`config.mk`:
```
export PLATFORM = sky130hd
export DESIGN_NAME = oversample_filter
export DESIGN_NICKNAME = d
export VERILOG_FILES = /design/src/rtl/oversample_filter_pkg.sv /design/src/rtl/oversample_filter.sv
export SDC_FILE = /design/constraint.sdc
export NUM_CORES = 1
export LEC_CHECK = 0
export ABC_AREA = 0
export CELL_PAD_IN_SITES_DETAIL_PLACEMENT = 1
export CELL_PAD_IN_SITES_GLOBAL_PLACEMENT = 1
export CORE_MARGIN = 5
export CORE_UTILIZATION = 40
export DETAILED_ROUTE_END_ITERATION = 10
export PLACE_DENSITY = 0.81
export SYNTH_ARGS = -nofsm -noshare
export SYNTH_HDL_FRONTEND = slang
export SYNTH_SLANG_ARGS = --single-unit
```
`constraint.sdc`:
```
create_clock -name clk_in -period 4.84 [get_ports clk_in]
set_input_delay 0.968 -clock clk_in [delete_from_list [all_inputs] [get_ports clk_in]]
set_output_delay 0.968 -clock clk_in [all_outputs]
set_load 0.03 [all_outputs]
```
`src/rtl/oversample_filter_pkg.sv`:
```
// Shared constants for the oversample decimator: channel count, the
// write-bus address it decodes, and the default maximum oversample ratio.
package oversample_filter_pkg;

    localparam int N_CHAN     = 8;
    localparam int CHAN_IDX_W = $clog2(N_CHAN);
    localparam int OS_ADDR    = 'h0024;
    localparam int MAX_OS_CFG = 10;

endpackage

```
`src/rtl/oversample_filter.sv`:
```
// Per-channel block-averaging decimator: sums 2^os samples per channel and
// emits the floor-shifted average on the same dv/chan/data stream.
module oversample_filter
    import oversample_filter_pkg::*;
#(
    parameter int W_CHAN    = 5,
    parameter int W_DATA    = 18,
    parameter int MAX_OS    = MAX_OS_CFG,
    parameter int W_OS      = 4,
    parameter int W_WR_ADDR = 16,
    parameter int W_WR_CHAN = 16,
    parameter int W_WR_DATA = 48
) (
    input  logic                        clk_in,
    input  logic                        rst_in,
    input  logic                        dv_in,
    input  logic        [W_CHAN-1:0]    chan_in,
    input  logic signed [W_DATA-1:0]    data_in,
    input  logic                        wr_en,
    input  logic        [W_WR_ADDR-1:0] wr_addr,
    input  logic        [W_WR_CHAN-1:0] wr_chan,
    input  logic        [W_WR_DATA-1:0] wr_data,
    output logic                        dv_out,
    output logic        [W_CHAN-1:0]    chan_out,
    output logic signed [W_DATA-1:0]    data_out
);

    localparam int W_SUM = W_DATA + MAX_OS;

    function automatic logic [MAX_OS-1:0] f_win_last(input logic [W_OS-1:0] os);
        logic [MAX_OS-1:0] m;
        for (int i = 0; i < MAX_OS; i++) m[i] = (i < int'(os));
        return m;
    endfunction

    function automatic logic [W_OS-1:0] f_clamp_os(input logic [W_OS-1:0] os);
        return (int'(os) > MAX_OS) ? W_OS'(MAX_OS) : os;
    endfunction

    function automatic logic signed [W_DATA-1:0] f_avg(input logic signed [W_SUM-1:0] s,
                                                      input logic [W_OS-1:0] os);
        return W_DATA'(s >>> os);
    endfunction

    logic        [W_OS-1:0]      r_os_mem  [N_CHAN];
    logic signed [W_SUM-1:0]     r_sum_mem [N_CHAN];
    logic        [MAX_OS-1:0]    r_cnt_mem [N_CHAN];

    logic                        r_vld_p0;
    logic        [W_CHAN-1:0]    r_chan_p0;
    logic signed [W_DATA-1:0]    r_data_p0;

    logic                        r_vld_p1;
    logic        [W_CHAN-1:0]    r_chan_p1;
    logic signed [W_DATA-1:0]    r_data_p1;
    logic        [W_OS-1:0]      r_os_p1;
    logic signed [W_SUM-1:0]     r_sum_p1;
    logic        [MAX_OS-1:0]    r_cnt_p1;

    logic                        r_dv_p2;
    logic        [W_CHAN-1:0]    r_chan_p2;
    logic signed [W_DATA-1:0]    r_data_p2;

    logic                        w_cfg;
    logic        [CHAN_IDX_W-1:0] w_cfg_idx;
    logic        [W_OS-1:0]      w_cfg_os;
    logic                        w_unused_wr_data;
    logic        [CHAN_IDX_W-1:0] w_idx_p0;
    logic        [CHAN_IDX_W-1:0] w_idx_p1;
    logic        [W_OS-1:0]      w_os_f;
    logic signed [W_SUM-1:0]     w_sum_f;
    logic        [MAX_OS-1:0]    w_cnt_f;
    logic signed [W_SUM-1:0]     w_nsum_p1;
    logic                        w_last_p1;
    logic                        w_wb_en;
    logic signed [W_SUM-1:0]     w_wb_sum;
    logic        [MAX_OS-1:0]    w_wb_cnt;

    assign w_cfg            = wr_en && (wr_addr == W_WR_ADDR'(OS_ADDR))
                              && (wr_chan < W_WR_CHAN'(N_CHAN));
    assign w_cfg_idx        = wr_chan[CHAN_IDX_W-1:0];
    assign w_cfg_os         = f_clamp_os(wr_data[W_OS-1:0]);
    assign w_unused_wr_data = ^wr_data[W_WR_DATA-1:W_OS];

    // Stage 1: register the sample
    always_ff @(posedge clk_in or negedge rst_in) begin
        if (!rst_in) r_vld_p0 <= 1'b0;
        else         r_vld_p0 <= dv_in && (chan_in < W_CHAN'(N_CHAN));
    end

    always_ff @(posedge clk_in) begin
        r_chan_p0 <= chan_in;
        r_data_p0 <= data_in;
    end

    assign w_idx_p0 = r_chan_p0[CHAN_IDX_W-1:0];
    assign w_idx_p1 = r_chan_p1[CHAN_IDX_W-1:0];

    // A config write on the fetched channel overrides a same-cycle writeback:
    // this sample becomes the first of the freshly cleared window.
    always_comb begin
        w_os_f  = r_os_mem[w_idx_p0];
        w_sum_f = r_sum_mem[w_idx_p0];
        w_cnt_f = r_cnt_mem[w_idx_p0];
        if (w_wb_en && (w_idx_p1 == w_idx_p0)) begin
            w_sum_f = w_wb_sum;
            w_cnt_f = w_wb_cnt;
        end
        if (w_cfg && (w_cfg_idx == w_idx_p0)) begin
            w_os_f  = w_cfg_os;
            w_sum_f = '0;
            w_cnt_f = '0;
        end
    end

    // Stage 1 -> 2: fetched channel state
    always_ff @(posedge clk_in or negedge rst_in) begin
        if (!rst_in) r_vld_p1 <= 1'b0;
        else         r_vld_p1 <= r_vld_p0;
    end

    always_ff @(posedge clk_in) begin
        r_chan_p1 <= r_chan_p0;
        r_data_p1 <= r_data_p0;
        r_os_p1   <= w_os_f;
        r_sum_p1  <= w_sum_f;
        r_cnt_p1  <= w_cnt_f;
    end

    // Stage 2: accumulate; a config write to this channel discards the sample
    assign w_nsum_p1 = r_sum_p1 + W_SUM'(r_data_p1);
    assign w_last_p1 = (r_cnt_p1 == f_win_last(r_os_p1));
    assign w_wb_en   = r_vld_p1 && !(w_cfg && (w_cfg_idx == w_idx_p1));
    assign w_wb_sum  = w_last_p1 ? '0 : w_nsum_p1;
    assign w_wb_cnt  = w_last_p1 ? '0 : r_cnt_p1 + MAX_OS'(1);

    always_ff @(posedge clk_in or negedge rst_in) begin
        if (!rst_in) begin
            for (int i = 0; i < N_CHAN; i++) begin
                r_os_mem[i]  <= '0;
                r_sum_mem[i] <= '0;
                r_cnt_mem[i] <= '0;
            end
        end else begin
            if (w_wb_en) begin
                r_sum_mem[w_idx_p1] <= w_wb_sum;
                r_cnt_mem[w_idx_p1] <= w_wb_cnt;
            end
            if (w_cfg) begin
                r_os_mem[w_cfg_idx]  <= w_cfg_os;
                r_sum_mem[w_cfg_idx] <= '0;
                r_cnt_mem[w_cfg_idx] <= '0;
            end
        end
    end

    // Stage 2 -> output: averaged sample, held between pulses
    always_ff @(posedge clk_in or negedge rst_in) begin
        if (!rst_in) begin
            r_dv_p2   <= 1'b0;
            r_chan_p2 <= '0;
            r_data_p2 <= '0;
        end else begin
            r_dv_p2 <= w_wb_en && w_last_p1;
            if (w_wb_en && w_last_p1) begin
                r_chan_p2 <= r_chan_p1;
                r_data_p2 <= f_avg(w_nsum_p1, r_os_p1);
            end
        end
    end

    assign dv_out   = r_dv_p2;
    assign chan_out = r_chan_p2;
    assign data_out = r_data_p2;

endmodule

```
; ---- After elaboration in Yosys (flattened, before gate mapping)
; Cells that the tools add are included.
[word_totals]
register_bits = 450
input_bits = 107
out_inout_bits = 24
wordCells = 112
[classes]
n_addsub = 2
magnitude_cmp = 18
n_eq_ne = 5
shifts = 1
n_mux = 32
bitwise_logic = 7
reduce_logical = 11
[op_table]
columns = op, n
row1 = $mux W224, 2
row2 = $and A224 B224 Y224, 1
row3 = $bwmux W224, 1
row4 = $not A224 Y224, 1
row5 = $demux W28 S3, 2
row6 = $mux W28, 6
row7 = $mux W80, 2
row8 = $bmux W28 S3, 1
row9 = $and A80 B80 Y80, 1
row10 = $bwmux W80, 1
row11 = $not A80 Y80, 1
row12 = $demux W10 S3, 2
row13 = $mux W10, 6
row14 = $bwmux W32, 1
row15 = $bmux W10 S3, 1
row16 = $add A28 B18 Y28, 1
row17 = $sshr A28 B4 Y18, 1
row18 = $mux W4, 5
row19 = $eq A16 B6 Y1 const B, 1
row20 = $lt A16 B4 Y1 const B, 1
row21 = $lt A3 B4 Y1 const A, 4
row22 = $bmux W4 S3, 1
row23 = $demux W4 S3, 1
row24 = $ge A4 B4 Y1 const B, 3
row25 = other kinds (12), 29

; ---- Logic depth before layout (Yosys ltp)
; Gate-level depths: netlist of run 1.
[logic_depth]
depth_word = 9
mapped_depth = 13
depth_no_buf = 11

; ---- Worst setup path after synthesis of run 1
; No wires, ideal clock.
[synth_timing]
kind = reg2reg
startpoint = reg r_data_p1[0]
endpoint = reg r_data_p2[15], in the netlist data_out[15]
setup_time_ns = 0.136
arrival_ns = 3.259
t_required_ns = 4.704
slack_ns = 1.446
stages_incl_launch_ff = 12
path_buffers = 0
period_less_slack_ns = 3.394
cell_sequence = dfxtp_1 ha_1 fa_1 a21o_1 a221o_2 a41o_4 a2bb2oi_1 mux2_2 or2_0 mux4_2 a211oi_1 nor3_1
[synth_via]
elab_chain_cells = 2
[synth_lines]
columns = element, line
row1 = from (decl), oversample_filter.sv:55  ; logic signed [W_DATA-1:0] r_data_p1;
row2 = from (signal assigned), oversample_filter.sv:124  ; r_data_p1 <= r_data_p0;
row3 = $add A28 B18 Y28, oversample_filter.sv:131  ; assign w_nsum_p1 = r_sum_p1 + W_SUM'(r_data_p1);
row4 = $sshr A28 B4 Y18, oversample_filter.sv:42  ; return W_DATA'(s >>> os);
row5 = to (signal assigned), oversample_filter.sv:167  ; r_data_p2 <= f_avg(w_nsum_p1, r_os_p1);
row6 = to (decl), oversample_filter.sv:62  ; logic signed [W_DATA-1:0] r_data_p2;
; Every way passes these cells.
; A chain may end at the register's enable or synchronous reset.

; ---- Worst setup path in the final report of run 1
[layout_timing]
startpoint = reg r_data_p1[17]
endpoint = reg r_data_p2[16], in the netlist data_out[16]
; Same word-level chain as after synthesis.

==> results of run 1 <==
synth_stat cells, types with 5 or more instances:
library cell  instances  area [um2]
or3_1                12        75.1
ha_1                 28         350
nand4_1              17         106
a2111oi_0             7        61.3
nand3_1              18        90.1
dfxtp_1              88        1760
nor3b_1               6        45.0
nor4b_1               7        61.3
xnor2_1              19         166
nor3_1               60         300
and3_1               12        75.1
nor4_1               19         119
a21oi_1             232        1160
dfrtp_1             362        9060
buf_2                31         155
clkbuf_1            135         507
o211ai_1              8        60.1
o21a_1                8        60.1
buf_1                20        75.1
o21ai_1               5        25.0
nor2b_1               9        56.3
a311oi_1              5        43.8
mux2_2                6        67.6
nand2_1             332        1250
inv_1                12        45.0
nand2b_1             11        68.8
a22oi_1               5        37.5
o21ai_0              58         290
and2_1               23         144
xor2_1               17         149
a31oi_1               6        37.5
nor2_1              362        1360
mux2i_1             212        2120
mux4_2               95        2140
a211oi_1             23         173
a21o_1                7        52.6
worst max path at each step:
stage                   from        endpoint  cells past startpoint
3_3_place_gp     wr_addr[12]  r_sum_mem[100]                     11
3_5_place_dp     wr_addr[12]  r_sum_mem[101]                     11
5_1_grt        r_data_p1[17]    data_out[16]                     10
2_1_floorplan   r_data_p1[0]    data_out[15]                     11
4_1_cts        r_data_p1[17]    data_out[16]                     10
6_report       r_data_p1[17]    data_out[16]                     10
power by group through the flow:
stage                     sequential (mW)  clock [mW]  combinational [mW]
after floorplan                      4.00           0               0.325
after global placement               3.96           0               0.676
after detailed placement             3.97           0               0.695
after CTS                            3.90        4.07               0.702
after global routing                 3.91        4.21               0.750
final                                3.90        4.01               0.700
sequential cells by signal, indices dropped and copies added, names as in the netlist:
register,flops
r_vld_p1,1
dv_out,1
r_cnt_p1,10
r_chan_p0,5
r_sum_mem,224
r_data_p0,18
r_cnt_mem,80
r_os_mem,32
data_out,18
r_data_p1,18
r_vld_p0,1
r_sum_p1,28
chan_out,5
r_os_p1,4
r_chan_p1,5
cell families after synthesis:
family                   after synthesis  synth area share
AO/OA/AOI/OAI                        417             0.108
multiplexers                         314             0.187
adder cells (fa/ha/maj)               29            0.0160
buffers and inverters                200            0.0341
XOR/XNOR                              38            0.0160
flip-flops                           450             0.466
AND/OR/NAND/NOR                      917             0.172
stage by stage:
stage	hold slack [ps]	util	total power, mW	instances	setup slack (ps)
finish	326	0.462	8.61	3165	663
CTS	328	0.462	8.67	3165	762
global route	340	0.462	8.87	3165	444
detailed placement	314	0.432	4.67	3076	490
floorplan	310	-	4.33	2365	1450
global placement	312	0.432	4.64	3076	630
layout make-up:
cell class                      instances  area (um2)  share of cell area
Sequential cell                       450       10800               0.407
Clock inverter                         17         288              0.0108
Multi-Input combinational cell       1715       11700               0.438
Clock buffer                           72        1430              0.0538
Inverter                               13        48.8             0.00183
Timing Repair Buffer                  133        1380              0.0519
Tap cell                              765         957              0.0360
cells in the final DEF, fill, tap and decap left out, types with 6 or more instances in the layout:
master and instances:
mux4_2 95, ha_1 28, nand4_1 17, nor4b_1 7, clkdlybuf4s50_1 85, and3_1 7, a31oi_1 6, dfrtp_1 362
nor4_1 18, buf_12 13, bufinv_16 7, o211ai_1 8, inv_1 12, nor2b_1 9, buf_4 34, and3_2 6
clkbuf_16 48, mux2_2 6, a21o_1 7, nor2_1 356, nand3_1 18, nor3_2 7, o21ai_0 58, clkbuf_1 10
o21a_1 8, clkbuf_8 14, xor2_1 17, dfxtp_1 85, and2_1 20, xnor2_1 19, nor3_1 56, a2111oi_0 7
a21oi_1 232, nand2b_1 11, mux2i_1 212, nand2_1 332, nor3b_1 6, or3_1 11, a211oi_1 23
worst max-delay path, cell delays in order (launching register included):
cell,delay (ps)
dfxtp_1,720
ha_1,540
nand2_1,170
nor3_1,660
nand4_1,240
nand3_1,220
nor4bb_1,90
nor3b_1,410
a21oi_1,170
a2111oi_0,680
a211oi_1,110
metal layers:
metal  vias to the layer above  GRT usage
met1                     10000      0.323
met5                         -          0
met3                       191     0.0419
li1                       8323          -
met2                       733      0.414
met4                         0     0.0901
==> metrics.txt, run 1 <==
CORE AREA 57600 um2; r2r worst-path depth 10; Num CTS Buffers 48; crit-path max FO 16; post-DP HPWL roughly 50 mm; initial drt markers approximately 1600; post-layout instance area ~27000 um2; Final #Nets 2497; Reg2Reg Capture Point data_out[16]; Reg clk slew, reported paths around 60 ps; clock sink count 450; Achievable Freq between 0.2 and 0.25 GHz; WP data arrival 4610 ps; Worst Tran Pin Value 1070 ps; Area Growth Syn to Fin 14.7%; Routed met2 length ~38 mm; Hold Path End r_data_p1[8]; Final Cycle Share 0.863; crit start category register; Die H approximately 250 um; post-synthesis sequential area ratio 0.466; final setup vio count 0; leakage 11.4 nW; Comb pwr share 0.081; syn avg cell area 9.81 um2; MaxCap Viol Count 0; sequential fraction of design power 0.453; M1 WL 32.9 mm; Synth Warn # 0; DRT antenna net count 0; Sw Ratio 0.243; WL final about 79 mm; Max-slew headroom 0.282; clk root buf clkbuf_16; die footprint 62900 um2; Post-CTS Setup Inserts 0; Post-Syn Area roughly 23000 um2; hold crit path type register to register; initial core utilization 0.403; CP Capture Type register; Worst Hold Launch r_data_p0[8]; Most used DFF post-synth dfrtp_1; GRT Total Usage 0.246; clock network power share 0.466; Hold-fix buffers, CTS 0; status complete, no violations; initial antenna violation count 0; worst skew pair latency ~590 ps; max-slew violation count 0; Distinct cells, synth 89; Core Rows a little under 90; WP data required around 5300 ps; Reg-to-Reg Start r_data_p1[17]; largest net degree at the start of global routing around 130; switching power around 2.1 mW; total congestion overflow 0; met3 wire length ~5 mm; global-route wire length before repair ~120 mm; R2R Setup Slk roughly 660 ps; Tmin final 4180 ps; P per Cell Area 324 nW/um2; layout cells sized above 1 0.117; uppermost routed layer met4; number of synthesized flops with an enable pin 0; DR vias/cell roughly 6.1; htree depth 2; crit path kind register to register; DR pass1 iterations 8; die width around 250 um; GP Congestion around 0.94; syn_nets approximately 2500; RSZ-0062 raised after global routing no; skew final around 18 ps; Routed WL per cell roughly 25 um; Gate Count Post-Synth ~2400; DP Area ~25000 um2; CTS tree built; Residual DRC 0; # diodes 0; Hold Fails Final Rpt 0; fillcell total around 6300; synthesized flop and latch total 450; post_cts resized 0; clock buffer depth 3; Ports 131; asr flop ratio synth 0.804; number of global-route vias before repair 20900; IO buf count 86; via count approximately 19000; Peak supply drop roughly 0.26 mV; setup TNS 0 ps; hold depth 0; internal power roughly 6.5 mW
Power figures use the tool's default switching activity.
==> run 2, diff against run 1 <==
clock period = 5.4 ns   (was 4.84 ns; I/O delays follow)
==> run 2 against run 1 <==
  * Sequential share of layout area rose by 0.27 points
  * Critical path depth did not move
  * Utilization fell by 0.30 points
  * Count of clock-buffer cells in the layout rose by 1
  * Clock skew rose by 16 ps
  * Via count rose by 0.11%
  * Wire length rose by 0.74%
  * Worst hold slack improved by 1.3 ps
  * Cell area fell by 0.65%
==> metrics.txt, run 2 (synthesis results as in run 1) <==
Worst Setup EP data_out[16]; Ports 131 (unchanged); Area Growth Syn to Fin 13.9%; biggest regs r_sum_mem: 224 flops, r_cnt_mem: 80 flops, r_os_mem: 32 flops; most frequent cells in the layout dfrtp_1, nor2_1, nand2_1; RSZ-0062 raised after global routing no; post_cts resized 0 (unchanged); Peak supply drop 0.251 mV (-3.5%); die width 251 um (unchanged); DP Area 24800 um2 (-0.38%); GRT Total Usage 0.247 (+0.00136); MaxCap Viol Count 0 (unchanged); largest net degree at the start of global routing 133 (+3.9%); Core Rows 88 (unchanged); status complete, no violations; CP Capture Type register; layout cells sized above 1 0.115 (-0.00204); clock buffer depth 3 (unchanged); Routed WL per cell 25.2 um (+0.77%); fillcell total 6373 (+0.68%); Hold-fix buffers, CTS 0 (unchanged); initial antenna violation count 1 (+1); hold crit path type register to register; # diodes 0 (unchanged); Worst Tran Pin Value 1130 ps (+57.3 ps); Die H 251 um (unchanged); crit path kind register to register; clk root buf clkbuf_16; htree depth 2 (unchanged); Residual DRC 0 (unchanged); WP data required 5850 ps (+580 ps); DRT antenna net count 0 (unchanged); max-slew violation count 0 (unchanged); Tmin final 4350 ps (+170 ps); Reg2Reg Capture Point data_out[16]; Place WS 839 ps (+349 ps); Final Non-Filler Cells 3164 (-0.032%); total congestion overflow 0 (unchanged); post-DP HPWL 50.6 mm (+2.5%); max FFs per register 224 (unchanged); CORE AREA 57600 um2 (unchanged); crit-path max FO 11 (-5); PnR Total Power 7.57 mW (-12%); Reg-to-Reg Start r_data_p1[17]; global-route wire length before repair 124 mm (+0.40%); Final Cycle Share 0.805 (-0.0579); Final #Nets 2496 (-0.040%); largest register by flop count r_sum_mem; IO buf count 86 (unchanged); leakage 11.3 nW (-0.59%); Final WS setup 1050 ps (+390 ps); setup TNS 0 ps (unchanged); via count 19300 (+0.11%); crit start category register; die footprint 62900 um2 (unchanged); DR vias/cell 6.10 (+0.14%); number of global-route vias before repair 20900 (-0.057%); GP Congestion 0.920 (-2.0%); Reg clk slew, reported paths 60 ps (about the same); crit path launch r_data_p1[17]; Num CTS Buffers 48 (unchanged); WP data arrival 4800 ps (+190 ps); DR pass1 iterations 5 (-3); P per Cell Area 287 nW/um2 (-12%); final setup vio count 0 (unchanged); Post-CTS Setup Inserts 0 (unchanged); initial core utilization 0.403 (unchanged); R2R Setup Slk 1050 ps (+390 ps); WL final 79.7 mm (+0.74%); Achievable Freq 0.230 GHz (-3.9%); commonest non-fill, non-tap cell in the layout dfrtp_1; clock sink count 450 (unchanged); post-layout instance area 26400 um2 (-0.65%); r2r worst-path depth 10 (unchanged); worst skew pair latency 620 ps (+30 ps); Hold Fails Final Rpt 0 (unchanged); skew final 34.4 ps (+16.1 ps); Max-slew headroom 0.241 (-0.0406); placed cell count 3075 (-0.033%); initial drt markers 1622 (+4.6%); CTS tree built
## run 2: cell types whose count changed in the layout (fill, tap and decap cells not counted), sizes merged
cell and change:
buf -1, inv +1, clkinv +3, bufinv -3, clkinvlp -2, clkbuf +1
## run 2: how the worst min path moves through the flow
| stage | slack [ps] | end | start | cells after the start |
|---|---|---|---|---|
| after floorplan | 310 | r_chan_p1[3] | r_chan_p0[3] | 0 |
| after global placement | 310 | r_chan_p1[4] | r_chan_p0[4] | 0 |
| after detailed placement | 310 | r_data_p1[16] | r_data_p0[16] | 0 |
| after CTS | 330 | r_data_p1[7] | r_data_p0[7] | 0 |
| after global routing | 330 | r_data_p1[7] | r_data_p0[7] | 0 |
| final | 330 | r_chan_p1[4] | r_chan_p0[4] | 0 |
## run 2: layout make-up
type | count | area, um2 | share of cell area
tap | 765 | 957 | 0.0362
clock buffer | 73 | 1430 | 0.0540
clock inverter | 16 | 214 | 0.00810
inverter | 13 | 48.8 | 0.00185
sequential | 450 | 10800 | 0.410
timing repair buffer | 132 | 1290 | 0.0487
multi-input combinational | 1715 | 11700 | 0.441
## run 2: power by group
group / leakage, nW / switching, mW / internal [mW]
logic: 4.81 / 0.385 / 0.239
clock network: 0.810 / 1.43 / 2.02
registers: 5.73 / 0.0644 / 3.44
total: 11.3 / 1.88 / 5.69
## run 2: critical path: stages, from the launching register on
cell       delay (ps)
dfxtp_1           690
ha_1              500
nand2_1           220
nor3_1            740
nand4_1           240
nand3_1           210
nor4bb_1           70
nor3b_1           470
a21oi_1           190
a2111oi_0         780
a211oi_1           90
## run 2: stage by stage
step	util	hold slack [ps]
after global placement	0.430	312
after CTS	0.459	326
after global routing	0.459	329
final	0.459	328
after floorplan	-	310
after detailed placement	0.430	313
## run 2: metal layers
layer  wire [um]  track usage  share of wire
met1       32000        0.313           0.40
met2       39200        0.427           0.49
met3        5470       0.0425          0.069
met4        3100       0.0957          0.039
met5           0            0              0
